## src/rtl/pc_unit_if.sv

```systemverilog
// Fetch-side bundle for pc_unit: redirect sources and fetch handshake in,
// presented thread/PC plus per-thread stall and PC state out.
interface pc_unit_if #(
    parameter int NUM_TRD = 8,
    parameter int PC_W    = 32
);
    localparam int TRD_W = $clog2(NUM_TRD);

    logic [NUM_TRD-1:0]      trd_en;
    logic                    jmp;
    logic [TRD_W-1:0]        jmp_trd;
    logic [PC_W-1:0]         jmp_pc;
    logic                    i_miss;
    logic [TRD_W-1:0]        i_miss_trd;
    logic [PC_W-1:0]         i_miss_pc;
    logic                    d_miss;
    logic [TRD_W-1:0]        d_miss_trd;
    logic [PC_W-1:0]         d_miss_pc;
    logic                    fill_done;
    logic [TRD_W-1:0]        fill_trd;
    logic                    fetch_rdy;
    logic                    fetch_vld;
    logic [TRD_W-1:0]        fetch_trd;
    logic [PC_W-1:0]         fetch_pc;
    logic [NUM_TRD-1:0]      trd_stall;
    logic [NUM_TRD*PC_W-1:0] pc_all;

    // Redirect sources and the fetch stage drive the request side
    modport master (
        output trd_en, jmp, jmp_trd, jmp_pc,
        output i_miss, i_miss_trd, i_miss_pc,
        output d_miss, d_miss_trd, d_miss_pc,
        output fill_done, fill_trd, fetch_rdy,
        input  fetch_vld, fetch_trd, fetch_pc, trd_stall, pc_all
    );

    // The PC unit itself
    modport slave (
        input  trd_en, jmp, jmp_trd, jmp_pc,
        input  i_miss, i_miss_trd, i_miss_pc,
        input  d_miss, d_miss_trd, d_miss_pc,
        input  fill_done, fill_trd, fetch_rdy,
        output fetch_vld, fetch_trd, fetch_pc, trd_stall, pc_all
    );
endinterface

```

## src/rtl/pc_unit.sv

```systemverilog
// Per-thread PC register file with round-robin fetch arbitration for the
// barrel core. Redirects (d-miss > i-miss > jump > sequential) update each
// thread independently; misses park the thread until its fill returns.
module pc_unit #(
    parameter int              NUM_TRD  = 8,
    parameter int              PC_W     = 32,
    parameter int              PC_INC   = 1,
    parameter logic [PC_W-1:0] RESET_PC = PC_W'(32'h0000_1000)
) (
    input logic      clk,
    input logic      rst_n,
    pc_unit_if.slave bus
);
    localparam int              TRD_W = $clog2(NUM_TRD);
    localparam logic [PC_W-1:0] INC   = PC_W'(PC_INC);
    localparam logic [TRD_W-1:0] LAST = TRD_W'(NUM_TRD - 1);

    logic [PC_W-1:0]         pc_q [NUM_TRD];
    logic [PC_W-1:0]         pc_d [NUM_TRD];
    logic [NUM_TRD-1:0]      stall_q;
    logic [NUM_TRD-1:0]      stall_d;
    logic [NUM_TRD-1:0]      eligible;
    logic [TRD_W-1:0]        rr_ptr_q;
    logic [TRD_W-1:0]        rr_ptr_d;
    logic [TRD_W-1:0]        sel;
    logic                    found;
    logic                    accept;
    logic [NUM_TRD*PC_W-1:0] pc_all_w;

    assign eligible = bus.trd_en & ~stall_q;

    // Round-robin search starting at rr_ptr; falls back to thread 0 when idle
    always_comb begin
        logic [TRD_W-1:0] idx;
        found = 1'b0;
        sel   = '0;
        idx   = '0;
        for (int i = 0; i < NUM_TRD; i++) begin
            idx = TRD_W'((int'(rr_ptr_q) + i) % NUM_TRD);
            if (!found && eligible[idx]) begin
                found = 1'b1;
                sel   = idx;
            end
        end
    end

    assign accept = found & bus.fetch_rdy;

    // Pointer moves just past the accepted thread; a refused offer holds it
    always_comb begin
        rr_ptr_d = rr_ptr_q;
        if (accept) begin
            rr_ptr_d = (sel == LAST) ? '0 : sel + TRD_W'(1);
        end
    end

    // Per-thread next-state; ids outside 0..NUM_TRD-1 never match any slot
    for (genvar gi = 0; gi < NUM_TRD; gi++) begin : g_trd
        localparam logic [TRD_W-1:0] ID = TRD_W'(gi);
        logic d_hit;
        logic i_hit;
        logic j_hit;
        logic f_hit;
        logic inc_hit;

        assign d_hit   = bus.d_miss    && (bus.d_miss_trd == ID);
        assign i_hit   = bus.i_miss    && (bus.i_miss_trd == ID);
        assign j_hit   = bus.jmp       && (bus.jmp_trd    == ID);
        assign f_hit   = bus.fill_done && (bus.fill_trd   == ID);
        assign inc_hit = accept        && (sel            == ID);

        assign pc_d[gi] = d_hit   ? bus.d_miss_pc :
                          i_hit   ? bus.i_miss_pc :
                          j_hit   ? bus.jmp_pc    :
                          inc_hit ? pc_q[gi] + INC :
                                    pc_q[gi];

        // A new miss in the same cycle as a fill keeps the thread parked
        assign stall_d[gi] = d_hit | i_hit | (stall_q[gi] & ~f_hit);

        assign pc_all_w[gi*PC_W +: PC_W] = pc_q[gi];
    end

    // State registers: PCs, stall bits and arbitration pointer
    always_ff @(posedge clk or negedge rst_n) begin
        if (!rst_n) begin
            for (int i = 0; i < NUM_TRD; i++) begin
                pc_q[i] <= RESET_PC;
            end
            stall_q  <= '0;
            rr_ptr_q <= '0;
        end else begin
            for (int i = 0; i < NUM_TRD; i++) begin
                pc_q[i] <= pc_d[i];
            end
            stall_q  <= stall_d;
            rr_ptr_q <= rr_ptr_d;
        end
    end

    assign bus.fetch_vld = found;
    assign bus.fetch_trd = sel;
    assign bus.fetch_pc  = pc_q[sel];
    assign bus.trd_stall = stall_q;
    assign bus.pc_all    = pc_all_w;
endmodule

```

## src/flat_wrapper.sv

```systemverilog
// flat-port wrapper written by rule: the top's interface ports become plain ports
module pc_unit_flat 
#(
    parameter int              NUM_TRD  = 8,
    parameter int              PC_W     = 32,
    parameter int              PC_INC   = 1,
    parameter logic [PC_W-1:0] RESET_PC = PC_W'(32'h0000_1000)
)
  (clk, rst_n, bus_trd_en, bus_jmp, bus_jmp_trd, bus_jmp_pc, bus_i_miss, bus_i_miss_trd, bus_i_miss_pc, bus_d_miss, bus_d_miss_trd, bus_d_miss_pc, bus_fill_done, bus_fill_trd, bus_fetch_rdy, bus_fetch_vld, bus_fetch_trd, bus_fetch_pc, bus_trd_stall, bus_pc_all);
  pc_unit_if #(.NUM_TRD(NUM_TRD), .PC_W(PC_W)) bus_i ();
  input logic clk;
  input logic rst_n;
  input wire logic [$bits(bus_i.trd_en)-1:0] bus_trd_en;
  input wire logic [$bits(bus_i.jmp)-1:0] bus_jmp;
  input wire logic [$bits(bus_i.jmp_trd)-1:0] bus_jmp_trd;
  input wire logic [$bits(bus_i.jmp_pc)-1:0] bus_jmp_pc;
  input wire logic [$bits(bus_i.i_miss)-1:0] bus_i_miss;
  input wire logic [$bits(bus_i.i_miss_trd)-1:0] bus_i_miss_trd;
  input wire logic [$bits(bus_i.i_miss_pc)-1:0] bus_i_miss_pc;
  input wire logic [$bits(bus_i.d_miss)-1:0] bus_d_miss;
  input wire logic [$bits(bus_i.d_miss_trd)-1:0] bus_d_miss_trd;
  input wire logic [$bits(bus_i.d_miss_pc)-1:0] bus_d_miss_pc;
  input wire logic [$bits(bus_i.fill_done)-1:0] bus_fill_done;
  input wire logic [$bits(bus_i.fill_trd)-1:0] bus_fill_trd;
  input wire logic [$bits(bus_i.fetch_rdy)-1:0] bus_fetch_rdy;
  output wire logic [$bits(bus_i.fetch_vld)-1:0] bus_fetch_vld;
  output wire logic [$bits(bus_i.fetch_trd)-1:0] bus_fetch_trd;
  output wire logic [$bits(bus_i.fetch_pc)-1:0] bus_fetch_pc;
  output wire logic [$bits(bus_i.trd_stall)-1:0] bus_trd_stall;
  output wire logic [$bits(bus_i.pc_all)-1:0] bus_pc_all;
  assign bus_i.trd_en = bus_trd_en;
  assign bus_i.jmp = bus_jmp;
  assign bus_i.jmp_trd = bus_jmp_trd;
  assign bus_i.jmp_pc = bus_jmp_pc;
  assign bus_i.i_miss = bus_i_miss;
  assign bus_i.i_miss_trd = bus_i_miss_trd;
  assign bus_i.i_miss_pc = bus_i_miss_pc;
  assign bus_i.d_miss = bus_d_miss;
  assign bus_i.d_miss_trd = bus_d_miss_trd;
  assign bus_i.d_miss_pc = bus_d_miss_pc;
  assign bus_i.fill_done = bus_fill_done;
  assign bus_i.fill_trd = bus_fill_trd;
  assign bus_i.fetch_rdy = bus_fetch_rdy;
  assign bus_fetch_vld = bus_i.fetch_vld;
  assign bus_fetch_trd = bus_i.fetch_trd;
  assign bus_fetch_pc = bus_i.fetch_pc;
  assign bus_trd_stall = bus_i.trd_stall;
  assign bus_pc_all = bus_i.pc_all;
  pc_unit #(.NUM_TRD(NUM_TRD), .PC_W(PC_W), .PC_INC(PC_INC), .RESET_PC(RESET_PC)) u_core (.clk(clk), .rst_n(rst_n), .bus(bus_i));
endmodule
```

## config.mk

```make
export PLATFORM = sky130hd
export DESIGN_NAME = pc_unit_flat
export DESIGN_NICKNAME = d
export VERILOG_FILES = /design/src/rtl/pc_unit_if.sv /design/src/rtl/pc_unit.sv /design/src/flat_wrapper.sv
export SDC_FILE = /design/constraint.sdc
export NUM_CORES = 1
export LEC_CHECK = 0
export CAP_MARGIN = 15
export CORE_ASPECT_RATIO = 2
export CORE_MARGIN = 2
export CORE_UTILIZATION = 48
export DETAILED_ROUTE_END_ITERATION = 7
export HOLD_SLACK_MARGIN = 0.02
export PLACE_DENSITY = 0.74
export SKIP_CTS_REPAIR_TIMING = 1
export SLEW_MARGIN = 20
export SYNTH_ARGS = -nofsm -noshare
export SYNTH_HDL_FRONTEND = slang
export SYNTH_SLANG_ARGS = --single-unit
```

## constraint.sdc

```tcl
create_clock -name clk -period 6.7 [get_ports clk]
set_clock_uncertainty 0.05 [all_clocks]
set_input_delay 2.01 -clock clk [delete_from_list [all_inputs] [get_ports clk]]
set_output_delay 2.01 -clock clk [all_outputs]
set_load 0.005 [all_outputs]
```

### Yosys cells after proc, flatten, opt, wreduce, memory -nomap -nowiden

Cells that the tools add are included.

| word-level totals | value |
|---|---|
| bits of input ports | 123 |
| bits in registers | 267 |
| word-level logic and storage cells | 241 |
| output and inout bits | 300 |

| operators by class | value |
|---|---|
| equal/unequal tests | 35 |
| bitwise gates (word level) | 36 |
| $add $sub $neg | 16 |
| reductions and logical operators | 67 |
| magnitude comparators | 9 |
| mux-type cells | 68 |

Operator list:

| kind | number |
|---|---|
| two-way mux 32 bit | 34 |
| adder 32 x 1 -> 32 bit (second input constant) | 8 |
| binary-select mux 32 bit (select 3 bit) | 1 |
| == test 3 bit (second input constant) | 20 |
| logical AND 1 bit | 47 |
| < comparator 3 x 4 -> 1 bit (second input constant) | 8 |
| nonzero test 4 bit | 8 |
| == test 3 x 2 -> 1 bit (second input constant) | 10 |
| two-way mux 3 bit | 9 |
| binary-select mux 1 bit (select 3 bit) | 8 |
| two-way mux 1 bit | 16 |
| bitwise OR 1 bit | 16 |
| == test 3 x 1 -> 1 bit (second input constant) | 5 |
| logical NOT 3 bit | 5 |
| adder 3 bit (second input constant) | 4 |
| AND 1 bit | 9 |
| AND 8 bit | 1 |
| NOT 1 bit | 8 |
| NOT 8 bit | 1 |
| logical NOT 1 bit | 7 |
| adder 3 x 1 -> 3 bit (second input constant) | 2 |
| adder 3 x 2 -> 3 bit (second input constant) | 2 |
| greater-or-equal comparator 4 bit (second input constant) | 1 |
| NOT 3 -> 4 bit | 1 |

### Logic depth before layout (Yosys ltp)

Gate-level depths: netlist (run 1).

| logic depth | value |
|---|---|
| depth in word-level cells | 32 |
| gate-level depth with buffers | 16 |
| depth with buffers taken out | 12 |

### Worst setup path after synthesis (run 1)

OpenSTA, ideal clock, no wires.

| path | value |
|---|---|
| path type | in2out |
| from | in bus_trd_en[7] |
| to | out bus_fetch_pc[18] |
| setup slack | 214 ps |
| required time | 4,640 ps |
| stages | 13 |
| arrival time | 4,426 ps |
| path buffers | 3 |
| path through | nand2b_1 mux2i_1 mux4_2 nor3_4 o2111ai_1 and3_1 buf_6 inv_6 buf_4 buf_6 mux2i_1 mux2i_1 mux2_2 |

| between the ends | value |
|---|---|
| word-level cells in the longest chain between the ends | 29 |
| elaborated cells between the ends (all ways) | 50 |
| classes of those cells | 34 x mux; 2 x bitwise; 14 x reduce/logical |

Ends and longest elaborated chain:

| element | RTL line | source |
|---|---|---|
| start: declaration | flat_wrapper.sv:13 | `input wire logic [$bits(bus_i.trd_en)-1:0] bus_trd_en;` |
| AND 8 bit * | pc_unit.sv:30 | `assign eligible = bus.trd_en & ~stall_q;` |
| binary-select mux 1 bit (select 3 bit) | pc_unit.sv:40 | `if (!found && eligible[idx]) begin` |
| two-way mux 1 bit (not written as such) | pc_unit.sv:40 |  |
| two-way mux 1 bit | pc_unit.sv:40 |  |
| logical NOT 1 bit | pc_unit.sv:40 |  |
| logical AND 1 bit | pc_unit.sv:40 |  |
| two-way mux 1 bit | pc_unit.sv:40 |  |
| logical NOT 1 bit | pc_unit.sv:40 |  |
| [12 not listed] | -- |  |
| logical AND 1 bit | pc_unit.sv:40 |  |
| two-way mux 1 bit | pc_unit.sv:40 |  |
| logical NOT 1 bit | pc_unit.sv:40 |  |
| logical AND 1 bit | pc_unit.sv:40 |  |
| two-way mux 3 bit * | pc_unit.sv:40 |  |
| NOT 3 -> 4 bit (not written as such) * | pc_unit.sv:103 | `assign bus.fetch_pc = pc_q[sel];` |
| binary-select mux 32 bit (select 3 bit) * | pc_unit.sv:103 |  |
| two-way mux 32 bit (not written as such) * (2 in a row) | pc_unit.sv:103 |  |
| end: declaration | flat_wrapper.sv:28 | `output wire logic [$bits(bus_i.fetch_pc)-1:0] bus_fetch_pc;` |

Mark *: on every way between the ends. The rest lies on a longest branch, timed or not. The select of a mux whose other input is x is not followed.

### Final worst setup path (run 1)

| path | value |
|---|---|
| from | in bus_trd_en[7] |
| to | out bus_fetch_pc[30] |

Same word-level chain as after synthesis.

==> flow_metrics.py, run 1 <==
metrics = {
    "logic_synthesis": {
        "async_flop_share_pct": 100.0,
        "synth-seq-cells": 267,
        "syn_area_per_cell_um2": 8.023,
        "ys_top_cells_by_area": "dfrtp_1 (25%), a21oi_1 (9.1%), mux2i_1 (9.0%), mux2_1 (8.6%), nor2_1 (7.5%)",
        "ys_seq_area_share_pct": 25.88,
        "postSynthCellCount": 3223,
        "synth_top_family_by_area": "multiplexers",
        "synth_edf_count": 0,
        "muxShareOfSynthArea_pct": 22.05,
        "synth_fa_ha_area_share_pct": 0.4839,
        "ys_warn_count": 0,
        "synthXorXnorAreaFrac_pct": 8.226,
        "synth_top_flop_cell": "dfrtp_1",
        "syn-cell-area_mm2": 0.02586,
        "synth-compound-area-share_pct": 18.96,
        "synth_cell_types": 77,
        "synth_top_cell_by_area": "dfrtp_1",
        "synth_top_area_share_pct": 25.06,
        "synth-simple-area-share_pct": 18.13,
        "synthesis.nets": 3356,
    },
    "sta": {
        "max_freq_mhz": 140.6,
        "fin_crit_ns": 7.113,
        "finalSetupViolations": 33,
        "drv_slew": 0,
        "tightest_slew_ns": 1.244,
        "fin_crit_sh_pct": 106.2,
        "hold_violations": 0,
        "worst_slack_ns": -0.4127,
        "rsz0062_at_grt": "yes",
        "slew-limit-headroom_pct": 16.81,
        "finalSetupTns_ns": -11.07,
    },
    "detailed_routing": {
        "drt_wl_total_mm": 138.2,
        "detail_route.wl_per_cell_um": 32.35,
        "detail-route-antenna-nets": 0,
        "drt_iter0_markers": 3671,
        "first_pass_iters": 8,
        "vias": 29780,
        "route.detailed.drc": 8,
        "drt-vias-per-instance": 6.970,
    },
    "clock_tree": {
        "cts_tree": "yes",
        "clock_sinks": 267,
        "clkSlewWorstSetupHoldPaths_ns": 0.07,
        "cts_buffer_depth": 3,
        "cts_root_buffer": "clkbuf_16",
        "h-tree-depth": 1,
        "clk_latency_ns": 0.63,
        "numCtsBuffers": 29,
    },
    "worst_setup_path": {
        "max_stage_delay_ns": 0.56,
        "crit_required_ns": 4.64,
        "slowest_stage": "mux4_2",
        "setup.worst_path.end_class": "primary output",
        "crit_family": "multiplexers",
        "arrival_ns": 5.05,
        "crit_type": "in -> out",
        "crit_top_cell": "buf_6",
        "cp_cell_sequence": "buf_8 -> nand2b_4 -> buf_6 -> mux4_2 -> mux2_4 -> nor2_4 -> o2111ai_2 -> and3_4 -> clkinv_8 -> buf_12 -> buf_6 -> buf_6 -> buf_4 -> mux2i_2 -> mux2i_1 -> mux2_4 -> clkbuf_2",
        "path_buf_inv": 8,
        "worstPathMaxFanout": 5,
        "start_kind": "input port",
    },
    "status": {
        "violations": "DRC, setup timing",
        "status": "complete, but fails checks",
    },
    "die": {
        "io_pins": 423,
        "die_h_um": 332.2,
        "die_w_um": 168.1,
        "rows": 120,
        "initial_core_util_pct": 48.38,
        "design.die.area_mm2": 0.05586,
        "fp.coreArea_mm2": 0.05345,
    },
    "grt": {
        "grt_usage_pct": 46.92,
        "grt_max_degree": 108,
        "antenna_found_initial": 16,
        "grt.overflow.total": 0,
        "grt_pass1_vias": 27780,
        "grt_pass1_wl_mm": 191.0,
    },
    "finish": {
        "final_layout_size_suffix_gt1_share_pct": 14.15,
        "layout.cells.non_filler": 4272,
        "nFillCells": 4752,
        "syn_to_final_growth_pct": 28.64,
        "fin_nets": 3702,
    },
    "placed_design": {
        "hpwlAfterDp_mm": 96.54,
        "gp_congestion": 1.057,
        "io_buffers": 422,
        "dp_cells": 4142,
    },
    "power": {
        "p_leak_uw": 0.01359,
        "peakVddDrop_v": 0.0009606,
        "power-per-cell-area_mw_per_mm2": 766.8,
    },
    "job": {
        "drv_cap": 0,
    },
    "worst_hold_path": {
        "hp-class": "reg -> reg",
    },
}
==> worst reg2reg max path: stages (launching register included) <==
cell and delay [ns]:
dfrtp_1 0.64, buf_4 0.38, and4bb_2 0.32, o41ai_4 0.46
o21ai_4 0.15, buf_6 0.15, buf_6 0.11, a2bb2o_4 0.20
a21o_1 0.18, a32oi_2 0.20, a31o_4 0.24, clkbuf_16 0.19
buf_12 0.13, buf_6 0.11, buf_4 0.11, inv_2 0.04
buf_4 0.18, a31oi_4 0.17, buf_12 0.25, mux2i_1 0.70
==> path summary, 6_finish.rpt <==
kind                                        from                      end  slack (ns)  cells after the start
setup / recovery                   bus_trd_en[7]         bus_fetch_pc[30]       -0.41                     17
hold / removal             u_core.bus.pc_all[63]    u_core.bus.pc_all[63]        0.55                      1
setup reg to reg              u_core.rr_ptr_q[0]   u_core.bus.pc_all[182]        1.53                     19
hold reg to reg            u_core.bus.pc_all[63]    u_core.bus.pc_all[63]        0.55                      1
max in group asynchronous                  rst_n  u_core.bus.trd_stall[2]        3.91                      2
min in group asynchronous                  rst_n    u_core.bus.pc_all[38]        1.33                      1
==> logic make-up after synthesis <==
logic type,count (synthesis)
AOI/OAI and AO/OA,813
and+or+nand+nor,1019
muxes,522
adders and majority gates,10
xor gates and xnor gates,242
DFF,267
buffers and inverters,350
==> power breakdown <==
group / switching (uW) / internal (uW) / total [uW] / leakage [uW]
clock network: 789 / 912 / 1700 / 0.000461
logic: 8400 / 10500 / 18900 / 0.00998
registers: 2410 / 2450 / 4860 / 0.00314
total: 11600 / 13900 / 25500 / 0.0136
==> registers in the layout, summed over array words and instances (netlist names) <==
signal,flops
u_core.rr_ptr_q,3
u_core.bus.pc_all,256
u_core.bus.trd_stall,8
==> cells in the final DEF, fill, tap and decap left out, types with 34 or more instances in the layout <==
cell / n
nand4_1: 47
buf_6: 40
mux2_4: 34
and3_1: 45
clkdlybuf4s50_1: 378
nand3_1: 116
a21oi_1: 471
buf_4: 136
o21ai_0: 58
xnor2_1: 94
mux2_1: 197
clkbuf_16: 37
mux2i_1: 200
nor2_1: 507
mux2_2: 48
dfrtp_1: 259
xor2_1: 147
a211oi_1: 204
nand2_1: 151
==> metal layers <==
| layer | global-route usage, % | part of all wire, % | wire length [um] |
|---|---|---|---|
| met1 | 46.25 | 29 | 40170 |
| met4 | 49.10 | 14 | 19480 |
| met3 | 15.53 | 13 | 17990 |
| met2 | 74.48 | 44 | 60460 |
| met5 | 0 | 0.083 | 115 |
==> stage by stage <==
stage	hold WS (ns)	worst slack (ns)	area, um^2	total power [uW]	utilization, %
floorplan	0.4732	0.2145	25860	12270	-
global placement	0.5352	-1.173	30870	19740	57.75
detailed placement	0.5306	-1.153	30870	19870	57.75
CTS	0.5475	-1.179	31790	21630	59.48
global route	0.5793	-0.5416	33240	26210	62.18
finish	0.5540	-0.4127	33260	25510	62.23
==> Yosys cell counts (all sizes together) (25+ instances only) <==
cell type,n
nand2,157
inv,33
nand4,47
mux2,279
clkbuf,206
xor2,147
a211oi,204
and4,25
nor3,25
a21oi,472
nand3,126
xnor2,95
o21ai,62
mux2i,233
and3,46
nor2,517
buf,110
dfrtp,259
==> cell type report <==
class	instances	area (um^2)	area share [%]
flip-flops and latches	267	6691	20.12
clock inverters	8	68.82	0.2069
inverters	34	140.1	0.4213
repair buffers	630	6366	19.14
well taps	671	839.6	2.524
clock buffers	45	855.8	2.573
diodes	10	25.02	0.07523
multi-input cells	2606	18260	54.90
repair inverters	1	16.27	0.04890
Note: power is estimated with default switching activity, not from simulation.
==> run 2, diff against run 1 <==
- CAP_MARGIN: 15 -> default
- SLEW_MARGIN: 20 -> 15
==> results of run 2 <==
No change in the layout: final DEF, timing and power equal those of run 1.
